==> src/rtl/crossy_lane_engine.sv <==
`default_nettype none
// ============================================================================
// Module   : crossy_lane_engine
// Brief    : N-lane crossy-road game core: lane motion, hop scrolling,
//            collision latch, IDLE/PLAY/DEAD control and registered pixel colour.
// Revision : 1.0 - initial release
// ============================================================================
module crossy_lane_engine #(
    parameter int N_LANES      = 3,
    parameter int SCREEN_W     = 640,
    parameter int SCREEN_H     = 480,
    parameter int OB_W         = 120,
    parameter int OB_H         = 70,
    parameter int LANE_PITCH   = 160,
    parameter int OB_X_SPACING = 200,
    parameter int HOP_PX       = 16,
    parameter int CHICKEN_X    = 310,
    parameter int CHICKEN_Y    = 420,
    parameter int CHICKEN_W    = 30,
    parameter int CHICKEN_H    = 40,
    parameter int BASE_SPEED   = 1,
    parameter int DEAD_FRAMES  = 60,
    parameter int SCORE_MAX    = 99
) (
    input  logic       clk,
    input  logic       rst_n,
    input  logic       frame_tick,
    input  logic       move_btn,
    input  logic       video_on,
    input  logic [9:0] pixel_x,
    input  logic [9:0] pixel_y,
    output logic [2:0] rgb,
    output logic [6:0] score,
    output logic [1:0] game_state,
    output logic       collision
);

    localparam int c_wrap  = SCREEN_W + OB_W;
    localparam int c_span  = N_LANES * LANE_PITCH;
    localparam int c_cnt_w = ($clog2(DEAD_FRAMES) > 4) ? $clog2(DEAD_FRAMES) : 4;
    localparam logic [c_cnt_w-1:0] c_cnt_last = c_cnt_w'(DEAD_FRAMES - 1);

    localparam logic [2:0] c_rgb_off     = 3'b000;
    localparam logic [2:0] c_rgb_red     = 3'b001;
    localparam logic [2:0] c_rgb_green   = 3'b010;
    localparam logic [2:0] c_rgb_blue    = 3'b100;

    typedef enum logic [1:0] {
        ST_IDLE = 2'b00,
        ST_PLAY = 2'b01,
        ST_DEAD = 2'b10
    } state_t;

    function automatic logic [10:0] f_x_init(input int idx);
        return 11'((idx * OB_X_SPACING) % c_wrap);
    endfunction

    state_t                      r_state;
    logic                        r_btn;
    logic                        r_btn_d;
    logic                        r_hop_pend;
    logic                        r_hit_latch;
    logic                        r_collision;
    logic [6:0]                  r_score;
    logic [11:0]                 r_y_offset;
    logic [c_cnt_w-1:0]          r_cnt;
    logic [2:0]                  r_rgb;
    logic [N_LANES-1:0][10:0]    r_lane_x;

    logic                        w_btn_rise;
    logic [10:0]                 w_spd;
    logic [10:0]                 w_px;
    logic [11:0]                 w_py;
    logic [11:0]                 w_y_sum;
    logic [11:0]                 w_y_offset_hop;
    logic [N_LANES-1:0]          w_lane_hit;
    logic [N_LANES-1:0][10:0]    w_lane_x_next;
    logic                        w_ob_hit;
    logic                        w_ch_hit;
    logic                        w_chick_vis;
    logic                        w_hit_now;
    logic [2:0]                  w_rgb_next;

    assign w_btn_rise = r_btn & ~r_btn_d;
    assign w_spd      = 11'(BASE_SPEED) + {8'd0, r_score[6:4]};
    assign w_px       = {1'b0, pixel_x};
    assign w_py       = {2'b00, pixel_y};

    assign w_y_sum        = r_y_offset + 12'(HOP_PX);
    assign w_y_offset_hop = (w_y_sum >= 12'(c_span)) ? w_y_sum - 12'(c_span) : w_y_sum;

    generate
        for (genvar gi = 0; gi < N_LANES; gi++) begin : g_lane
            logic [11:0] w_ly_sum;
            logic [11:0] w_ly;
            logic        w_h_hit;
            logic        w_v_hit;

            // Lane top row wraps modulo the full lane span, so lanes scroll off the
            // bottom and reappear above the visible area.
            assign w_ly_sum = 12'(gi * LANE_PITCH) + r_y_offset;
            assign w_ly     = (w_ly_sum >= 12'(c_span)) ? w_ly_sum - 12'(c_span) : w_ly_sum;

            // x marks the obstacle's right edge; the body trails OB_W pixels behind.
            assign w_h_hit = (w_px < r_lane_x[gi]) && ((w_px + 11'(OB_W)) >= r_lane_x[gi]);
            assign w_v_hit = (w_ly < 12'(SCREEN_H)) && (w_py >= w_ly) &&
                             (w_py < (w_ly + 12'(OB_H)));
            assign w_lane_hit[gi] = w_h_hit & w_v_hit;

            if ((gi % 2) == 0) begin : g_right
                logic [10:0] w_sum;
                assign w_sum = r_lane_x[gi] + w_spd;
                assign w_lane_x_next[gi] = (w_sum >= 11'(c_wrap)) ? w_sum - 11'(c_wrap) : w_sum;
            end else begin : g_left
                assign w_lane_x_next[gi] = (r_lane_x[gi] < w_spd) ?
                                           r_lane_x[gi] + 11'(c_wrap) - w_spd :
                                           r_lane_x[gi] - w_spd;
            end
        end
    endgenerate

    assign w_ob_hit = |w_lane_hit;
    assign w_ch_hit = (w_px >= 11'(CHICKEN_X)) && (w_px < 11'(CHICKEN_X + CHICKEN_W)) &&
                      (w_py >= 12'(CHICKEN_Y)) && (w_py < 12'(CHICKEN_Y + CHICKEN_H));

    // The death screen blinks the chicken with an 8-frame half period.
    assign w_chick_vis = (r_state != ST_DEAD) || !r_cnt[3];
    assign w_hit_now   = (r_state == ST_PLAY) && video_on && w_ob_hit && w_ch_hit;

    always_comb begin
        w_rgb_next = c_rgb_blue;
        if (!video_on) begin
            w_rgb_next = c_rgb_off;
        end else if (w_ob_hit) begin
            w_rgb_next = c_rgb_red;
        end else if (w_ch_hit && w_chick_vis) begin
            w_rgb_next = c_rgb_green;
        end
    end

    always_ff @(posedge clk) begin
        if (!rst_n) begin
            r_state     <= ST_IDLE;
            r_btn       <= 1'b0;
            r_btn_d     <= 1'b0;
            r_hop_pend  <= 1'b0;
            r_hit_latch <= 1'b0;
            r_collision <= 1'b0;
            r_score     <= 7'd0;
            r_y_offset  <= 12'd0;
            r_cnt       <= '0;
            r_rgb       <= c_rgb_off;
            for (int i = 0; i < N_LANES; i++) begin
                r_lane_x[i] <= f_x_init(i);
            end
        end else begin
            r_btn       <= move_btn;
            r_btn_d     <= r_btn;
            r_collision <= 1'b0;
            r_rgb       <= w_rgb_next;

            if (frame_tick) begin
                r_hit_latch <= 1'b0;
            end else if (w_hit_now) begin
                r_hit_latch <= 1'b1;
            end

            case (r_state)
                ST_IDLE: begin
                    if (w_btn_rise) begin
                        r_state <= ST_PLAY;
                    end
                end
                ST_PLAY: begin
                    if (frame_tick) begin
                        if (r_hit_latch) begin
                            // A collision in this frame overrides any pending hop.
                            r_state     <= ST_DEAD;
                            r_collision <= 1'b1;
                            r_cnt       <= '0;
                            r_hop_pend  <= 1'b0;
                        end else begin
                            r_lane_x <= w_lane_x_next;
                            if (r_hop_pend) begin
                                r_y_offset <= w_y_offset_hop;
                                if (r_score < 7'(SCORE_MAX)) begin
                                    r_score <= r_score + 7'd1;
                                end
                            end
                            r_hop_pend <= w_btn_rise;
                        end
                    end else if (w_btn_rise) begin
                        r_hop_pend <= 1'b1;
                    end
                end
                ST_DEAD: begin
                    if (frame_tick) begin
                        if (r_cnt == c_cnt_last) begin
                            r_state    <= ST_IDLE;
                            r_score    <= 7'd0;
                            r_y_offset <= 12'd0;
                            r_hop_pend <= 1'b0;
                            for (int i = 0; i < N_LANES; i++) begin
                                r_lane_x[i] <= f_x_init(i);
                            end
                        end else begin
                            r_cnt <= r_cnt + 1'b1;
                        end
                    end
                end
                default: begin
                    r_state <= ST_IDLE;
                end
            endcase
        end
    end

    assign rgb        = r_rgb;
    assign score      = r_score;
    assign game_state = r_state;
    assign collision  = r_collision;

endmodule
`default_nettype wire

==> config.mk <==
export PLATFORM = sky130hd
export DESIGN_NAME = crossy_lane_engine
export DESIGN_NICKNAME = d
export VERILOG_FILES = /design/src/rtl/crossy_lane_engine.sv
export SDC_FILE = /design/constraint.sdc
export NUM_CORES = 1
export LEC_CHECK = 0
export ABC_AREA = 1
export BUFFER_PORTS_ARGS = -buffer_cell sky130_fd_sc_hd__buf_2
export CORE_MARGIN = 10
export CORE_UTILIZATION = 40
export DETAILED_ROUTE_END_ITERATION = 8
export GPL_TIMING_DRIVEN = 1
export PLACE_DENSITY_LB_ADDON = 0.1
export SETUP_SLACK_MARGIN = 0.2
export SLEW_MARGIN = 20
export SYNTH_ARGS = -nofsm -noshare
export SYNTH_HDL_FRONTEND = slang
export SYNTH_SLANG_ARGS = --single-unit
==> constraint.sdc <==
create_clock -name clk -period 6.4 [get_ports clk]
set_input_delay 0.96 -clock clk [delete_from_list [all_inputs] [get_ports clk]]
set_output_delay 0.96 -clock clk [all_outputs]
set_load 0.05 [all_outputs]
Yosys cells after proc, flatten, opt, wreduce, memory -nomap -nowiden:

Index checks and enable logic that the tools add are counted.

* word-level logic and storage cells: 159
* register bits: 68
* output and inout bits: 13

* bitwise logic cells: 7
* equality and inequality tests: 14
* add/subtract/negate cells: 21
* muxes and demuxes: 45
* $lt $le $gt $ge: 27
* reduce and logical (&&, ||, !) cells: 31

Operator list (count)
* $mux 33: 4
* $mux 12: 9
* $pmux 33 s2: 1
* $ge 12x9->1 const B: 4
* $sub 12x9->12 const B: 4
* $mux 7: 6
* $add 12x7->12 const B: 3
* $ge 10x12->1: 3
* $lt 10x12->1: 3
* $lt 12x9->1 const B: 3
* $ge 11x11->1: 3
* $lt 10x11->1: 3
* $mux 11: 3
* $mux 6: 4
* $pmux 12 s2: 1
* $add 11x4->11: 2
* $ge 11x10->1 const B: 2
* $sub 11x10->11 const B: 2
* $sub 11x4->11: 2
* $ge 10x9->1 const B: 2
* $lt 10x9->1 const B: 2
* $ne 2x2->1 const B: 9
* $logic_and 1x1->1: 16
* $reduce_and 5->1: 3
* 36 further kinds: 51

Logic depth before layout (Yosys ltp):

* word-level depth: 10
* depth in mapped cells: 30
* gate-level depth less buffers: 30

Worst setup path after synthesis:

OpenSTA, ideal clock, no wires.

* path type: register -> register
* start: register r_score[5] (netlist: score[5])
* end: register r_lane_x[30] (netlist bit)
* clock period less this slack: 3289 ps
* cell stages (with the launch flop): 21
* buffers on the path: 0
* arrival: 3170 ps
* setup slack: 3111 ps
* required time: 6281 ps
* cells stage by stage: dfxtp_1 > ha_1 > nand2_1 > nand2_1 > inv_1 > ha_1 > nand2_1 > o21ai_0 > xor2_1 > inv_1 > ha_1 > nand3_1 > nor2_1 > nand2_1 > nand2_1 > nand2_1 > nand3_2 > inv_2 > nor2_1 > o21ai_0 > nand2_1

* word-level cells in the longest chain between the ends: 7
* elaborated cells between the ends (all ways): 8

Ends and longest elaborated chain
* start, declared: line 64 `logic [6:0] r_score;`
* start signal, assigned: line 187 `r_score <= r_score + 7'd1;`
* $add 1x3->4 *: line 85 `assign w_spd = 11'(BASE_SPEED) + {8'd0, r_score[6:4]};`
* $add 11x4->11 *: line 112 `assign w_sum = r_lane_x[gi] + w_spd;`
* $sub 11x10->11 / $ge 11x10->1 (equally long branches): line 113 `assign w_lane_x_next[gi] = (w_sum >= 11'(c_wrap)) ? w_sum - 11'(c_wrap) : w_sum;`
* $mux 11 *: line 113
* $mux 33 *: line 176 `if (r_hit_latch) begin`
* $mux 33 *: line 175 `if (frame_tick) begin`
* $pmux 33 s2 *: line 168 `case (r_state)`
* end signal, assigned by index: line 154 `r_lane_x[i] <= f_x_init(i);`
* end signal, assigned: line 183 `r_lane_x <= w_lane_x_next;`
* end signal, assigned by index: line 204 `r_lane_x[i] <= f_x_init(i);`
* end, declared: line 68 `logic [N_LANES-1:0][10:0] r_lane_x;`

Every way passes the cells marked *; elsewhere a longest branch is shown, timed or not. The select of a mux whose other input is x is not followed.
A chain may end at the register's enable or synchronous reset.

Worst setup path after layout:

* start: register r_y_offset[5]
* end: register r_hit_latch

* word-level cells in the longest chain between the ends: 10
* elaborated cells between the ends (all ways): 35

Ends and longest elaborated chain
* start, declared: line 65 `logic [11:0] r_y_offset;`
* start signal, assigned: line 185 `r_y_offset <= w_y_offset_hop;`
* $add 8x12->12 / $add 9x12->12 (equally long branches): line 101 `assign w_ly_sum = 12'(gi * LANE_PITCH) + r_y_offset;`
* $sub 12x9->12 / $ge 12x9->1 (equally long branches): line 102 `assign w_ly = (w_ly_sum >= 12'(c_span)) ? w_ly_sum - 12'(c_span) : w_ly_sum;`
* $mux 12: line 102
* $add 12x7->12 (tied with other cells): line 107 `(w_py < (w_ly + 12'(OB_H)));`
* $lt 10x12->1 / $logic_and 1x1->1 (equally long branches): line 107, 106
* $logic_and 1x1->1: line 106 `assign w_v_hit = (w_ly < 12'(SCREEN_H)) && (w_py >= w_ly) &&`
* $and 1x1->1: line 108 `assign w_lane_hit[gi] = w_h_hit & w_v_hit;`
* $reduce_or 3->1 *: line 122 `assign w_ob_hit = |w_lane_hit;`
* $logic_and 1x1->1 * (2 in series): line 128 `assign w_hit_now = (r_state == ST_PLAY) && video_on && w_ob_hit && w_ch_hit;`
* end signal, assigned: line 147 `r_hit_latch <= 1'b0;`
* end signal, assigned: line 163 `r_hit_latch <= 1'b0;`
* end signal, assigned: line 165 `r_hit_latch <= 1'b1;`
* end, declared: line 62 `logic r_hit_latch;`

Every way passes the cells marked *; elsewhere a longest branch is shown, timed or not.

==> metrics.yaml <==
timing:
  fin_crit_sh_pct: 61.8
  clock-skew-final_ns: 0.00972
  max_freq_mhz: 253
  rsz0062_at_grt: "false"
  setup-violations-final: 0
  relSlewSlack_pct: 46.5
  worstMarginPinSlew_ns: 0.802
  period_minus_slack_ns: 3.95
  finalHoldViolCount: 0
  slew_violations: 0
  tns_ns: 0
placement:
  post-dp-hpwl_mm: 17.0
  routabilityCongestion: 0.822
  port_buffers: 36
synth:
  synth_area_mm2: 0.00794
  synth_edf_count: 0
  ys_types: 49
  syn_area_per_cell_um2: 6.42
  synth_fp_nets: 1391
  async_flop_share_pct: 0
  yosysSeqAreaShare_pct: 16.1
  ys_warn_count: 0
  synth_ff_type: "dfxtp_1"
  syn_inst: 1236
  ys_seq_elements: 64
floorplanning:
  start_util_pct: 40.8
  ioPinCount: 38
  die_area_mm2: 0.0259
  die_y_um: 161
  core_mm2: 0.0195
  die_x_um: 161
  rows: 51
grt:
  grt_max_degree: 38
  grt_usage_pct: 16.6
  overflow: 0
  antenna_found_initial: 1
  grt_pass1_wl_mm: 35.9
  first_global_vias: 7309
clocking:
  clockBufferDepth: 2
  path_clk_slew_ns: 0.06
  cts_hold_buffers: 0
  htree_levels: 3
  cts_resized: 0
  clock_latency_ns: 0.35
  cts_tree: "yes"
  cts_buffers: 9
  cts_setup_buffers: 0
  cts_root_buffer: "clkbuf_16"
  cts.sinks: 64
status:
  status: "finished clean"
pwr:
  peakVddDrop_v: 0.000322
  total_power_mw: 2.44
  power.leakage_nw: 4.29
  p_per_area_mw_per_mm2: 280
route:
  first_pass_iters: 5
  drc: 0
  viasPerCell: 4.98
  wl_per_cell_um: 13.8
  ant_nets: 0
  first_iter_violations: 430
  finalWirelength_mm: 21.3
  vias: 7684
worst_setup_path:
  crit_chain: "inv_1 -> ha_1 -> nor2_1 -> nand2_2 -> nor2_2 -> nand2_2 -> nand3_4 -> nand3b_1 -> nand2_2 -> xor2_1 -> ha_1 -> nand2_1 -> inv_1 -> nand2_1 -> nand4_1 -> a21oi_1 -> nor2_1 -> nor2_1 -> nand3_1 -> nor2_1 -> nand2_1 -> nand3_2 -> nand2_1 -> a21oi_1"
  start_kind: "flop"
  end_kind: "flop"
  required_ns: 6.68
  cpMaxStageDelayCell: "dfxtp_1"
  cp_max_fo: 14
  cp_data_arrival_time_ns: 4.23
  crit_buf_inv: 2
  critPathKind: "reg -> reg"
  critPathTopFamily: "simple AND/OR/NAND/NOR gates"
  slowest_delay_ns: 0.72
final_layout:
  antennaDiodeCount: 0
  final_common_cell: "nand2_1"
  syn2layout_area_growth_pct: 9.90
  final_cell_mix: "nand2_1, inv_1, ha_1"
  layout.nets: 1427
  drive_gt1_share_pct: 9.87
flow_run:
  maxCapViolCount: 0
min_path:
  hold_class: "reg -> reg"
final timing paths:
| kind | start | to | slack [ns] | depth (start not counted) |
|---|---|---|---|---|
| worst max-delay path | r_y_offset[5] | r_hit_latch | 2.45 | 24 |
| worst max register to register | r_y_offset[5] | r_hit_latch | 2.45 | 24 |
| worst min register to register | r_btn | r_btn_d | 0.42 | 2 |
| worst min-delay path | r_btn | r_btn_d | 0.42 | 2 |
where the power goes:
part / total, mW / leakage [nW] / switching, mW / internal [mW]
clock network: 0.560 / 0.158 / 0.214 / 0.346
registers: 0.516 / 0.519 / 0.0647 / 0.451
logic: 1.37 / 3.61 / 0.910 / 0.457
total: 2.44 / 4.29 / 1.19 / 1.25
tightest hold or removal path, cell delays in order (launching register included):
cell,delay (ns)
dfxtp_1,0.31
nand2_1,0.05
inv_1,0.03
cell families after synthesis:
family | after synthesis | synth area share (%)
AO/OA/AOI/OAI | 174 | 12.0
XOR/XNOR | 36 | 3.97
adder cells (fa/ha/maj) | 130 | 21.1
buffers and inverters | 197 | 9.68
flip-flops | 64 | 16.1
AND/OR/NAND/NOR | 635 | 37.2
flip-flops by register name, indices dropped and copies added, names as in the netlist:
name and cells:
r_lane_x 33, r_btn_d 1, game_state 2, r_cnt 6
r_btn 1, r_y_offset 8, collision 1, r_hit_latch 1
r_hop_pend 1, rgb 3, score 7
through the flow:
stage               worst slack (ns)  hold slack (ns)  utilization (%)  instance area, µm²  std cells
floorplan                       3.11            0.407                -                7940       1236
global placement                2.50            0.411             43.1                8390       1526
detailed placement              2.46            0.419             43.1                8390       1526
CTS                             2.44            0.428             44.8                8720       1542
global route                    2.04            0.458             44.8                8720       1542
finish                          2.45            0.425             44.8                8720       1542
Yosys cell counts, types with 5 or more instances:
cell type | n | area, µm²
xnor2_1 | 11 | 96.3
nand2_2 | 21 | 131
nor2_2 | 10 | 62.6
dfxtp_1 | 64 | 1280
nor3_1 | 23 | 115
fa_1 | 6 | 120
nand2_4 | 5 | 56.3
nand4_1 | 37 | 231
ha_1 | 124 | 1550
inv_2 | 5 | 18.8
nor2_1 | 85 | 319
buf_2 | 7 | 35.0
nand3_1 | 87 | 435
nand3_2 | 8 | 80.1
nand3b_1 | 8 | 60.1
clkbuf_1 | 5 | 18.8
xor2_1 | 25 | 219
inv_1 | 177 | 664
or2_2 | 6 | 37.5
a21oi_1 | 95 | 475
o21ai_0 | 48 | 240
nand2_1 | 327 | 1230
layout make-up:
| type | instances | area, µm² |
|---|---|---|
| tap | 265 | 332 |
| clock inverter | 7 | 105 |
| fill | 2077 | 10700 |
| inverter | 183 | 689 |
| multi-input combinational | 975 | 5890 |
| sequential | 64 | 1280 |
| clock buffer | 9 | 225 |
| timing repair buffer | 39 | 203 |
metal layers:
metal  global-route usage, %  up-vias  share of wire [%]
met3                    2.84       13                3.0
met5                       0        -                  0
li1                        -     4140                  -
met4                    3.14        0               0.89
met1                    22.7     3447                 52
met2                    26.7       84                 44
Note: power is estimated with default switching activity, not from simulation.
